$ cat src/rtl/traffic_sensor_conditioner.sv
// Vehicle-sensor conditioning for the traffic-light controller: per lane a 2-FF
// synchroniser, debounce filter, minimum-hold stretcher and saturating arrival counter.

module tsc_lane #(
    parameter int DEB_CYC  = 4,
    parameter int HOLD_CYC = 8,
    parameter int CNT_W    = 8
) (
    input  logic             clk_i,
    input  logic             reset_i,
    input  logic             raw_i,
    input  logic             clr_cnt_i,
    output logic             pres_o,
    output logic [CNT_W-1:0] cnt_o
);

    localparam int DEB_W  = (DEB_CYC > 1) ? $clog2(DEB_CYC) : 1;
    localparam int HOLD_W = (HOLD_CYC > 0) ? $clog2(HOLD_CYC + 1) : 1;

    localparam logic [DEB_W-1:0]  DEB_LAST  = DEB_W'(DEB_CYC - 1);
    localparam logic [DEB_W-1:0]  DEB_ZERO  = {DEB_W{1'b0}};
    localparam logic [DEB_W-1:0]  DEB_ONE   = DEB_W'(1);
    localparam logic [HOLD_W-1:0] HOLD_LOAD = HOLD_W'(HOLD_CYC);
    localparam logic [HOLD_W-1:0] HOLD_ZERO = {HOLD_W{1'b0}};
    localparam logic [HOLD_W-1:0] HOLD_ONE  = HOLD_W'(1);
    localparam logic [CNT_W-1:0]  CNT_ZERO  = {CNT_W{1'b0}};
    localparam logic [CNT_W-1:0]  CNT_ONE   = CNT_W'(1);
    localparam logic [CNT_W-1:0]  CNT_MAX   = {CNT_W{1'b1}};

    logic              s1_q;
    logic              s2_q;
    logic              filt_q, filt_d;
    logic [DEB_W-1:0]  deb_q,  deb_d;
    logic [HOLD_W-1:0] hold_q, hold_d;
    logic [CNT_W-1:0]  cnt_q,  cnt_d;
    logic              rise_s;
    logic              fall_s;

    // Debounce: the filtered level follows the synced level only after it has
    // disagreed for DEB_CYC consecutive edges; any agreement restarts the count.
    always_comb begin
        filt_d = filt_q;
        deb_d  = DEB_ZERO;
        if (s2_q == filt_q) begin
            deb_d = DEB_ZERO;
        end else if (deb_q == DEB_LAST) begin
            filt_d = s2_q;
            deb_d  = DEB_ZERO;
        end else begin
            deb_d = deb_q + DEB_ONE;
        end
    end

    assign rise_s = filt_d & ~filt_q;
    assign fall_s = ~filt_d & filt_q;

    // Hold stretcher and arrival counter, both driven by filtered-level edges.
    always_comb begin
        hold_d = hold_q;
        cnt_d  = cnt_q;
        if (fall_s) begin
            hold_d = HOLD_LOAD;
        end else if (rise_s) begin
            hold_d = HOLD_ZERO;
        end else if (hold_q != HOLD_ZERO) begin
            hold_d = hold_q - HOLD_ONE;
        end else begin
            hold_d = hold_q;
        end

        if (clr_cnt_i) begin
            cnt_d = CNT_ZERO;
        end else if (rise_s && (cnt_q != CNT_MAX)) begin
            cnt_d = cnt_q + CNT_ONE;
        end else begin
            cnt_d = cnt_q;
        end
    end

    // Lane state registers; s1 exists only to resolve metastability on raw_i.
    always_ff @(posedge clk_i) begin
        if (reset_i) begin
            s1_q   <= 1'b0;
            s2_q   <= 1'b0;
            filt_q <= 1'b0;
            deb_q  <= DEB_ZERO;
            hold_q <= HOLD_ZERO;
            cnt_q  <= CNT_ZERO;
        end else begin
            s1_q   <= raw_i;
            s2_q   <= s1_q;
            filt_q <= filt_d;
            deb_q  <= deb_d;
            hold_q <= hold_d;
            cnt_q  <= cnt_d;
        end
    end

    assign pres_o = filt_q | (hold_q != HOLD_ZERO);
    assign cnt_o  = cnt_q;

endmodule

module traffic_sensor_conditioner #(
    parameter int DEB_CYC  = 4,
    parameter int HOLD_CYC = 8,
    parameter int CNT_W    = 8
) (
    input  logic             clk,
    input  logic             reset,
    input  logic             raw_a,
    input  logic             raw_b,
    input  logic             clr_cnt,
    output logic             TA,
    output logic             TB,
    output logic [CNT_W-1:0] cnt_a,
    output logic [CNT_W-1:0] cnt_b
);

    tsc_lane #(
        .DEB_CYC  (DEB_CYC),
        .HOLD_CYC (HOLD_CYC),
        .CNT_W    (CNT_W)
    ) u_lane_a (
        .clk_i     (clk),
        .reset_i   (reset),
        .raw_i     (raw_a),
        .clr_cnt_i (clr_cnt),
        .pres_o    (TA),
        .cnt_o     (cnt_a)
    );

    tsc_lane #(
        .DEB_CYC  (DEB_CYC),
        .HOLD_CYC (HOLD_CYC),
        .CNT_W    (CNT_W)
    ) u_lane_b (
        .clk_i     (clk),
        .reset_i   (reset),
        .raw_i     (raw_b),
        .clr_cnt_i (clr_cnt),
        .pres_o    (TB),
        .cnt_o     (cnt_b)
    );

endmodule

$ cat config.mk
export PLATFORM = sky130hd
export DESIGN_NAME = traffic_sensor_conditioner
export DESIGN_NICKNAME = d
export VERILOG_FILES = /design/src/rtl/traffic_sensor_conditioner.sv
export SDC_FILE = /design/constraint.sdc
export NUM_CORES = 1
export LEC_CHECK = 0
export CAP_MARGIN = 20
export CORE_MARGIN = 5
export CORE_UTILIZATION = 40
export DETAILED_ROUTE_END_ITERATION = 8
export PLACE_DENSITY = 0.71
export SETUP_SLACK_MARGIN = 0.5
export SYNTH_ARGS = -nofsm -noshare
export SYNTH_HDL_FRONTEND = slang
export SYNTH_SLANG_ARGS = --single-unit
$ cat constraint.sdc
create_clock -name clk -period 3.38 [get_ports clk]
set_input_delay 1.014 -clock clk [delete_from_list [all_inputs] [get_ports clk]]
set_output_delay 1.014 -clock clk [all_outputs]
set_load 0.005 [all_outputs]
======== Word level (Yosys, flattened, before mapping) ========
Cells that the tools add are included.
cells by class
  add/subtract/negate cells ............... 6
  shift-type cells ........................ 0
  equal/unequal tests ..................... 6
  $lt $le $gt $ge ......................... 0
  bitwise logic cells ..................... 10
  multipliers ............................. 0
  divide/modulo/power cells ............... 0
  reductions and logical operators ........ 11
  muxes and demuxes ....................... 10
operator list
  operator                                          count
  2-to-1 mux 4 bit                                  6
  adder 8 x 1 -> 8 bit, second input constant       2
  != test 8 bit, second input constant              2
  OR reduction 3 bit                                4
  nonzero test 4 bit                                2
  subtractor 4 x 1 -> 4 bit, second input constant  2
  nonzero test 3 bit                                2
  adder 2 x 1 -> 2 bit, second input constant       2
  bitwise AND 1 bit                                 4
  == test 2 bit, second input constant              2
  2-to-1 mux 1 bit                                  4
  NOT 1 bit                                         4
  == test 1 bit                                     2
  logical AND 1 bit                                 2
  bitwise OR 1 bit                                  2
  OR reduction 2 bit                                1
storage, ports and cells
  flip-flop bits (word level) ............. 34
  bits in read-only memories .............. 0
  memory bits (writable) .................. 0
  latch bits .............................. 0
  logic and storage cells ................. 57
  memories kept ........................... 0
  output and inout bits ................... 18

======== Longest topological paths before layout ========
  depth after elaboration ................. 6
  gate-level depth with buffers ........... 5
  gate-level depth less buffers ........... 5

======== Hierarchy ========
From an unflattened synthesis, not the netlist that was laid out.
unflattened totals
  cell total of the unflattened synthesis .. 176
  area total of the unflattened synthesis .. 1,634.1 um2
by module, submodules not included
  module    area each (um2)  times used  cells each  sequential area each (um2)
  tsc_lane  817.0            2           88          340.3

======== Worst setup path before layout ========
OpenSTA, ideal clock, no wires.
  path type ............................... flip-flop to output port
  start ................................... reg u_lane_b.hold_q[0]
  end ..................................... out TB
  stages on the path, launching flop included .. 5
  data arrival time ....................... 1.214 ns
  required time ........................... 2.366 ns
  path slack .............................. 1.152 ns
  cell sequence ........................... dfxtp_1 > inv_1 > ha_1 > or3b_2 > nand2b_1
on the way
  longest elaborated chain between the ends .. 2
RTL lines
  element                   line  text
  start: declaration        34    logic [HOLD_W-1:0] hold_q, hold_d;
  start signal: assignment  94    hold_q <= hold_d;
  nonzero test 4 bit        99    assign pres_o = filt_q | (hold_q != HOLD_ZERO);
  bitwise OR 1 bit          99
  end: declaration          115   output logic TB,
No other way between the ends.

======== Final worst setup path ========
  start ................................... reg u_lane_a.hold_q[0]
  end ..................................... out TA
on the way
  longest elaborated chain between the ends .. 2
RTL lines
  element                   line  text
  start: declaration        34
  start signal: assignment  94
  nonzero test 4 bit        99
  bitwise OR 1 bit          99
  end: declaration          114   output logic TA,
No other way between the ends.

==> out/results.ini <==
[status]
status = complete, no violations

[clocking]
cts.sinks = 34
cts_resized = 2
cts.root.buffer_cell = clkbuf_8
cts_inserted_buffers = 5
cts-htree-levels = 2
clockBufferDepth = 2
post_cts_buffers = 0
insertion_delay_ns = 0.28
cts_tree = yes
clkTransAtPathRegs_ns = 0.07
ctsHoldBuffers = 0

[critical_path]
cp.required_ns = 2.37
cp_cell_sequence = inv_1 > ha_1 > nor3b_4 > nand2b_1 > clkdlybuf4s50_1
endpoint_kind = primary output
cp-start-kind = flip-flop
slowest_stage = clkdlybuf4s50_1
path_max_fanout = 4
slowest_delay_ns = 0.44
cp.arrival_ns = 1.71
path_buf_inv = 2
crit_family = buffers and inverters
critPathKind = flip-flop to primary output

[layout]
diodes = 0
finalInstanceArea_sq_mm = 0.00208
drive_above_1_share_pct = 8.57
final_util_pct = 51.3
nets = 222
syn2layout_area_growth_pct = 22.7

[global_routing]
grt_start_max_net_pins = 22
grt_pass1_wl_um = 5750
antenna_found_initial = 0
grt-ovfl-total = 0
gr-usage-all-layers_pct = 13.0
grt_pass1_vias = 1293

[floorplanning]
rows = 23
ios = 23
dieArea_sq_mm = 0.00565
die_h_um = 75.2
die_w_um = 75.2
core_sq_mm = 0.00406
start_util_pct = 41.8

[synthesis]
synthAdderAreaFrac_pct = 5.90
syn_area_sq_mm = 0.00170
synthFlopType = dfxtp_1
synth_seq_cells = 34
yosysWarnings = 0
synth-simple-area-share_pct = 28.5
syn_area_per_cell_sq_um = 9.18
async_reset_ff_share_pct = 0
synth_xor_area_share_pct = 2.06
synth_top_family_by_area = simple AND/OR/NAND/NOR gates
synth.distinct_cells = 46
synth_nets = 198
synth_top_area_share_pct = 40.1
synth_edf_count = 0
seq_area_frac_synth_pct = 40.1
synthMuxAreaShare_pct = 4.13
yosysTopAreaCell = dfxtp_1
syn_inst = 185
synth.area.top_cells = dfxtp_1, ha_1, mux2i_1, nand2_1, nand2b_1
synth_compound_area_share_pct = 15.7

[sta]
holdWs_ns = 0.431
setup_viol = 0
slew_headroom_pct = 72.7
final.setup_skew_ns = 0.00986
min_period_ns = 2.72
hold_viol = 0
tightest_slew_ns = 0.400
fmax_mhz = 367
tns_ns = 0
maxSlewViolCount = 0
post-route-period-util_pct = 80.6
rsz0062_at_grt = false

[placement]
gp_congestion = 0.762
dp_hpwl_um = 2410
io_buffer_count = 22
postPlaceCellArea_sq_mm = 0.00197

[route]
num_vias = 1414
vias_per_cell = 5.44
wl_um = 3440
ant_nets = 0
drt-wirelength-per-cell_um = 13.2
firstDrtPassIters = 4
drc = 0
drt_iter0_drc = 121

[power_and_ir_drop]
powerDensity_mw_per_mm2 = 556
fin_total_pwr_uw = 1160
p_leak_uw = 0.000709
irDropWorstVdd_v = 0.000352

[min_path]
min_path_type = flip-flop to flip-flop

[run]
drv_cap = 0

through the flow:
stage / worst slack, ns / std cells
global route: 0.523 / 260
finish: 0.656 / 260
CTS: 0.461 / 260
global placement: 0.703 / 252
floorplan: 1.15 / 185
detailed placement: 0.661 / 252
placed cells by master (no fill, tap or decap), types with 2 or more instances in the layout:
master	count
a211oi_1	4
ha_1	7
and4_1	4
inv_1	9
o21bai_1	4
xnor2_1	4
clkbuf_8	6
nor3_1	8
nand3b_1	3
nor4b_1	3
nor2_1	5
and3_1	2
nand4b_1	3
or3_1	3
nand2_1	15
buf_4	2
nand3_1	3
a2111oi_0	2
nand4_1	3
a21oi_1	7
clkdlybuf4s50_1	21
a41oi_1	2
a31oi_1	4
o21ai_0	4
nor4_1	2
and2_1	3
nand2b_1	8
dfxtp_1	33
mux2i_1	7
nor2b_1	6
synthesized netlist by cell type (2+ instances only):
master,instances
nor4b_1,3
nor3_1,8
a41oi_1,2
mux2i_1,7
nand3_1,3
and2_1,3
a211oi_1,4
or3_1,3
and4_1,4
nand2b_1,8
clkbuf_1,6
xnor2_1,4
ha_1,8
nand4b_1,3
nor2_1,5
nand4_1,3
nor4_1,2
a21oi_1,7
and3_1,2
nor3b_1,2
o21bai_1,4
dfxtp_1,34
inv_1,9
nand2_1,15
a31oi_1,4
nor2b_1,6
a2111oi_0,2
o21ai_0,4
nand3b_1,3
cells by family (layout without fill, tap and decap cells):
| kind of cell | count (synthesis) | count (layout) |
|---|---|---|
| mux | 7 | 7 |
| compound gates | 36 | 36 |
| simple gates | 80 | 80 |
| xor+xnor | 4 | 4 |
| buf+inv | 16 | 41 |
| fa+ha+maj | 8 | 8 |
| flops | 34 | 34 |
final cells by class:
type / count / area (sq um)
clock buffers: 6 / 82.6
inverters: 9 / 33.8
clock inverters: 2 / 12.5
flip-flops and latches: 34 / 682
multi-input cells: 135 / 972
fillers: 369 / 1970
repair buffers: 24 / 238
well taps: 50 / 62.6
worst reg2reg max path: cells and delay by family, from the launching register on:
family / cells / cell delay (ns)
AO/OA/AOI/OAI: 1 / 0.14
adder cells (fa/ha/maj): 1 / 0.34
flip-flops: 1 / 0.35
AND/OR/NAND/NOR: 2 / 0.73
path summary, 6_finish.rpt:
kind | cells after the start | slack (ns) | to | start
hold / removal | 1 | 0.43 | u_lane_a.deb_q[0] | u_lane_a.deb_q[0]
setup reg to reg | 4 | 1.76 | u_lane_b.cnt_o[7] | u_lane_b.deb_q[0]
setup / recovery | 5 | 0.66 | TA | u_lane_a.hold_q[0]
hold reg to reg | 1 | 0.43 | u_lane_a.deb_q[0] | u_lane_a.deb_q[0]
per-layer routing:
layer | track usage [%] | wire length (um) | share of wire (%)
met1 | 16.6 | 1640 | 48
met2 | 20.9 | 1570 | 46
met3 | 2.80 | 151 | 4.4
met4 | 6.41 | 72 | 2.1
met5 | 0 | 0 | 0
sequential cells by signal, indices dropped and copies added, names as in the netlist:
register         cells
u_lane_a.cnt_o       8
u_lane_a.deb_q       2
u_lane_a.filt_q      1
u_lane_a.hold_q      4
u_lane_a.s1_q        1
u_lane_a.s2_q        1
u_lane_b.cnt_o       8
u_lane_b.deb_q       2
u_lane_b.filt_q      1
u_lane_b.hold_q      4
u_lane_b.s1_q        1
u_lane_b.s2_q        1
power by group:
group | switching, uW | internal, uW
registers | 49.0 | 450
clock network | 143 | 164
logic | 147 | 206
total | 339 | 820
Power figures use the tool's default switching activity.
